### src/rtl/led_seq_monitor.sv
`default_nettype none
// led_seq_monitor: passive observer of the sequencer LED bus; checks that each new
// value is a one-place rotation of the last and reports lock, errors, stalls and fault.
module led_seq_monitor #(
  parameter int WIDTH   = 8,
  parameter int DIR     = 0,
  parameter int MAX_ERR = 3,
  parameter int TIMEOUT = 200000000
) (
  input  logic             clk,
  input  logic             rst,
  input  logic             clr,
  input  logic [WIDTH-1:0] led_in,
  output logic             locked,
  output logic             err,
  output logic             stall,
  output logic             fault,
  output logic [7:0]       err_count,
  output logic [15:0]      step_count
);

  typedef enum logic [1:0] {IDLE = 2'd0, TRACK = 2'd1, FAULT = 2'd2} state_t;

  localparam logic [31:0] STALL_LAST = 32'(TIMEOUT - 1);
  localparam logic [7:0]  ERR_LIMIT  = 8'(MAX_ERR);

  state_t           state, state_n;
  logic [WIDTH-1:0] led_q;
  logic [WIDTH-1:0] exp_q, exp_n;
  logic [7:0]       consec, consec_n;
  logic [31:0]      stall_cnt, stall_cnt_n;
  logic             err_n, stall_n;
  logic [7:0]       err_count_n;
  logic [15:0]      step_count_n;
  logic             chg, onehot, is_err;

  function automatic logic [WIDTH-1:0] rot(input logic [WIDTH-1:0] x);
    if (DIR == 0) return {x[WIDTH-2:0], x[WIDTH-1]};
    else          return {x[0], x[WIDTH-1:1]};
  endfunction

  assign chg    = (led_in != led_q);
  assign onehot = (led_in != '0) && ((led_in & (led_in - 1'b1)) == '0);

  always_comb begin
    state_n      = state;
    exp_n        = exp_q;
    consec_n     = consec;
    stall_cnt_n  = stall_cnt;
    err_n        = 1'b0;
    stall_n      = 1'b0;
    err_count_n  = err_count;
    step_count_n = step_count;
    is_err       = 1'b0;
    if (clr) begin
      state_n      = IDLE;
      exp_n        = '0;
      consec_n     = '0;
      stall_cnt_n  = '0;
      err_count_n  = '0;
      step_count_n = '0;
    end else begin
      case (state)
        IDLE: begin
          if (onehot) begin
            exp_n       = rot(led_in);
            state_n     = TRACK;
            consec_n    = '0;
            stall_cnt_n = '0;
          end
        end
        TRACK: begin
          if (chg) begin
            stall_cnt_n = '0;
            if (led_in == exp_q) begin
              step_count_n = step_count + 16'd1;
              exp_n        = rot(led_in);
              consec_n     = '0;
            end else begin
              is_err = 1'b1;
              if (onehot) exp_n = rot(led_in);
            end
          end else if (stall_cnt == STALL_LAST) begin
            stall_cnt_n = '0;
            stall_n     = 1'b1;
            is_err      = 1'b1;
          end else begin
            stall_cnt_n = stall_cnt + 32'd1;
          end
          // Bad steps and stalls share the counting and the escalation to FAULT.
          if (is_err) begin
            err_n       = 1'b1;
            err_count_n = (err_count == 8'hFF) ? err_count : err_count + 8'd1;
            consec_n    = consec + 8'd1;
            if (consec_n >= ERR_LIMIT) state_n = FAULT;
          end
        end
        FAULT: ;
        default: state_n = IDLE;
      endcase
    end
  end

  always_ff @(posedge clk or negedge rst) begin
    if (!rst) begin
      state      <= IDLE;
      led_q      <= '0;
      exp_q      <= '0;
      consec     <= '0;
      stall_cnt  <= '0;
      err        <= 1'b0;
      stall      <= 1'b0;
      err_count  <= '0;
      step_count <= '0;
    end else begin
      state      <= state_n;
      led_q      <= led_in;
      exp_q      <= exp_n;
      consec     <= consec_n;
      stall_cnt  <= stall_cnt_n;
      err        <= err_n;
      stall      <= stall_n;
      err_count  <= err_count_n;
      step_count <= step_count_n;
    end
  end

  assign locked = (state == TRACK);
  assign fault  = (state == FAULT);

endmodule
`default_nettype wire

### config.mk
export PLATFORM = sky130hd
export DESIGN_NAME = led_seq_monitor
export DESIGN_NICKNAME = d
export VERILOG_FILES = /design/src/rtl/led_seq_monitor.sv
export SDC_FILE = /design/constraint.sdc
export NUM_CORES = 1
export LEC_CHECK = 0
export CAP_MARGIN = 10
export CORE_ASPECT_RATIO = 2
export CORE_MARGIN = 1.5
export CORE_UTILIZATION = 60
export DETAILED_ROUTE_END_ITERATION = 7
export PLACE_DENSITY = 0.87
export SLEW_MARGIN = 20
export SYNTH_ARGS = -nofsm -noshare
export SYNTH_HDL_FRONTEND = slang
export SYNTH_SLANG_ARGS = --single-unit
### constraint.sdc
create_clock -name clk -period 3.2 [get_ports clk]
set_input_delay 0.48 -clock clk [delete_from_list [all_inputs] [get_ports clk]]
set_output_delay 0.48 -clock clk [all_outputs]
set_load 0.1 [all_outputs]
==> flow_summary.ini <==
[run_status]
status = finished clean

[synth]
synth_edf_count = 0
netlist_area_um2 = 4579
ys_async_sr_fraction = 1.000
yosysWarnings = 0
syn_nets = 522
synth_area_per_cell_um2 = 9.050
syn_inst = 506
seq_area_frac_synth = 0.4590
ys_seq_elements = 84
synth_cell_types = 51
synth_ff_type = dfrtp_1

[timing]
finalHoldViolCount = 0
skew_ps = 9.962
setup-tns-final_ps = 0
setup-violations-final = 0
slew_viol_final = 0
relSlewSlack = 0.3584
finalCriticalPeriod_ps = 2882
max_freq_mhz = 346.9
rsz0062_at_grt = false
tightestPinTransition_ps = 959.4
finalCritPeriodShare = 0.9007

[pwr]
peakVddDrop_v = 0.0004072
power_uw = 2262
cellLeakagePower_uw = 0.002296
powerDensity_nw_per_um2 = 420.1

[clocking]
clock_latency_ps = 350
clock_path_buffers = 2
cts_resized = 0
cts_inserted_buffers = 9
clock_sinks = 84
path_clk_slew_ps = 60
hold_buffers = 0
cts_setup_buffers = 0
root_buffer = clkbuf_16
htree_levels = 3
cts_tree = done

[worst_setup_path]
crit_type = in -> reg
cp.arrival_ps = 3110
cp-end-kind = register
cp_max_fo = 10
path_cells = clkdlybuf4s50_1 -> xor2_1 -> nor4_2 -> and2_1 -> a21oi_1 -> nand2_1 -> inv_2 -> a211o_1 -> a22o_1
start_kind = input pin
slowest_stage = nor4_2
cp_top_family = simple AND/OR/NAND/NOR gates
crit_required_ps = 3430
worst_path_largest_cell_delay_ps = 620
path_buf_inv = 2

[placement]
gp_congestion = 0.8979
placed_cells = 635
dp_hpwl_um = 7705
io_buffers = 38

[floorplanning]
io_pins = 39
die-area_um2 = 8197
start_util = 0.6254
dieHeight_um = 126.6
core_um2 = 7322
die_w_um = 64.78
row_count = 44

[hold_path]
hp-class = in -> async

[finish]
fin_nets = 570
final_common_cell = dfrtp_1
fillers = 520
layout-drive-gt1-share = 0.1324
synthToLayoutAreaGrowth_pct = 17.57
num_antenna_cells = 0
finalNonFillerCells = 651
final_cell_mix = dfrtp_1 (84), nand2_1 (48), buf_4 (43)

[routing]
wirelength_um = 11130
drtAntennaViolNets = 0
wire_per_inst_um = 17.10
drt_iter0_drc = 367
firstDrtPassIters = 5
vias = 4113
vias_per_cell = 6.318
route.detailed.drc = 0

[global_route]
antenna_found_initial = 0
grt-ovfl-total = 0
grtUsageTotal = 0.2914
grt_max_degree = 85
grt_first_pass_wirelength_um = 18760
grt_pass1_vias = 4116

[job]
maxCapViolations = 0
==> area by class of cell <==
| type | instances | area [um^2] | area share |
|---|---|---|---|
| clock buffer | 12 | 246.5 | 0.04578 |
| clock inverter | 4 | 48.80 | 0.009063 |
| inverter | 23 | 86.33 | 0.01604 |
| multi-input combinational | 378 | 2281 | 0.4237 |
| sequential | 84 | 2102 | 0.3904 |
| tap | 92 | 115.1 | 0.02138 |
| timing repair buffer | 58 | 504.2 | 0.09366 |
==> Yosys cell counts (2+ instances only) <==
| master | number | area (um^2) |
|---|---|---|
| nor2_1 | 39 | 146.4 |
| clkbuf_1 | 14 | 52.55 |
| a211oi_1 | 4 | 30.03 |
| and4_1 | 3 | 26.28 |
| or4_1 | 3 | 22.52 |
| nor4_2 | 2 | 25.02 |
| a221o_1 | 2 | 20.02 |
| xnor2_1 | 11 | 96.34 |
| a21oi_1 | 38 | 190.2 |
| buf_6 | 4 | 45.04 |
| a22o_1 | 2 | 17.52 |
| xor2_1 | 21 | 183.9 |
| inv_1 | 21 | 78.83 |
| nand2_1 | 48 | 180.2 |
| nor4_1 | 2 | 12.51 |
| nand4_1 | 13 | 81.33 |
| a31oi_1 | 7 | 43.79 |
| o21ai_0 | 30 | 150.1 |
| dfrtp_1 | 84 | 2102 |
| nand2b_1 | 4 | 25.02 |
| ha_1 | 5 | 62.56 |
| mux2i_1 | 12 | 120.1 |
| buf_2 | 3 | 15.01 |
| and2_1 | 9 | 56.30 |
| o2bb2ai_1 | 2 | 17.52 |
| nor4b_1 | 2 | 17.52 |
| a31o_2 | 3 | 26.28 |
| or3_1 | 19 | 118.9 |
| a211o_1 | 2 | 17.52 |
| o31ai_1 | 4 | 30.03 |
| and3_1 | 15 | 93.84 |
| o21ai_1 | 14 | 70.07 |
| nand3_1 | 34 | 170.2 |
| nor3_1 | 12 | 60.06 |
| a21o_1 | 2 | 15.01 |
==> kinds of logic (layout without fill, tap and decap cells) <==
family	after synthesis	count (layout)	share of synthesized area
AND/OR/NAND/NOR	209	209	0.2336
AO/OA/AOI/OAI	119	119	0.1607
flip-flops	84	84	0.4590
buffers and inverters	44	97	0.04344
XOR/XNOR	32	32	0.06120
multiplexers	12	12	0.02623
adder cells (fa/ha/maj)	6	6	0.01585
==> per-layer routing <==
| metal | part of all wire | global-route usage | routed length, um |
|---|---|---|---|
| met5 | 0 | 0 | 0 |
| met4 | 0.042 | 0.1489 | 471 |
| met3 | 0.035 | 0.05142 | 393 |
| met2 | 0.56 | 0.5185 | 6237 |
| met1 | 0.36 | 0.3241 | 4028 |
==> worst paths after layout <==
kind	start	slack (ps)	endpoint	cells past startpoint
max	led_in[5]	320	consec[4]$_DFFE_PN0P_	9
min	rst	180	step_count[7]$_DFFE_PN0P_	1
max reg2reg	stall_cnt[1]$_DFFE_PN0P_	530	consec[3]$_DFFE_PN0P_	7
min reg2reg	stall_cnt[16]$_DFFE_PN0P_	490	stall_cnt[16]$_DFFE_PN0P_	1
max in group asynchronous	rst	2500	stall_cnt[0]$_DFFE_PN0P_	1
min in group clk	stall_cnt[16]$_DFFE_PN0P_	490	stall_cnt[16]$_DFFE_PN0P_	1
==> power by group <==
| group | switching, uW | internal [uW] | total (uW) |
|---|---|---|---|
| sequential | 5.10 | 1070 | 1070 |
| clock | 420 | 625 | 1040 |
| combinational | 89.7 | 52.4 | 142 |
==> state kept, by name, summed over array words and instances, names as in the netlist <==
register / cells
stall_cnt: 32
step_count: 16
consec: 8
err_count: 8
exp_q: 8
led_q: 8
state: 2
err: 1
stall: 1
==> through the flow <==
step           setup WS (ps)  hold WS (ps)  instance area [um^2]  utilization
3_3_place_gp           148.0         470.8                  5085       0.6945
3_5_place_dp           43.23         480.0                  5085       0.6945
2_1_floorplan          652.5         184.4                  4579            -
6_report               317.7         180.7                  5384       0.7353
5_1_grt                120.4         254.7                  5384       0.7353
4_1_cts                307.7         372.8                  5380       0.7348
Power figures use the tool's default switching activity.
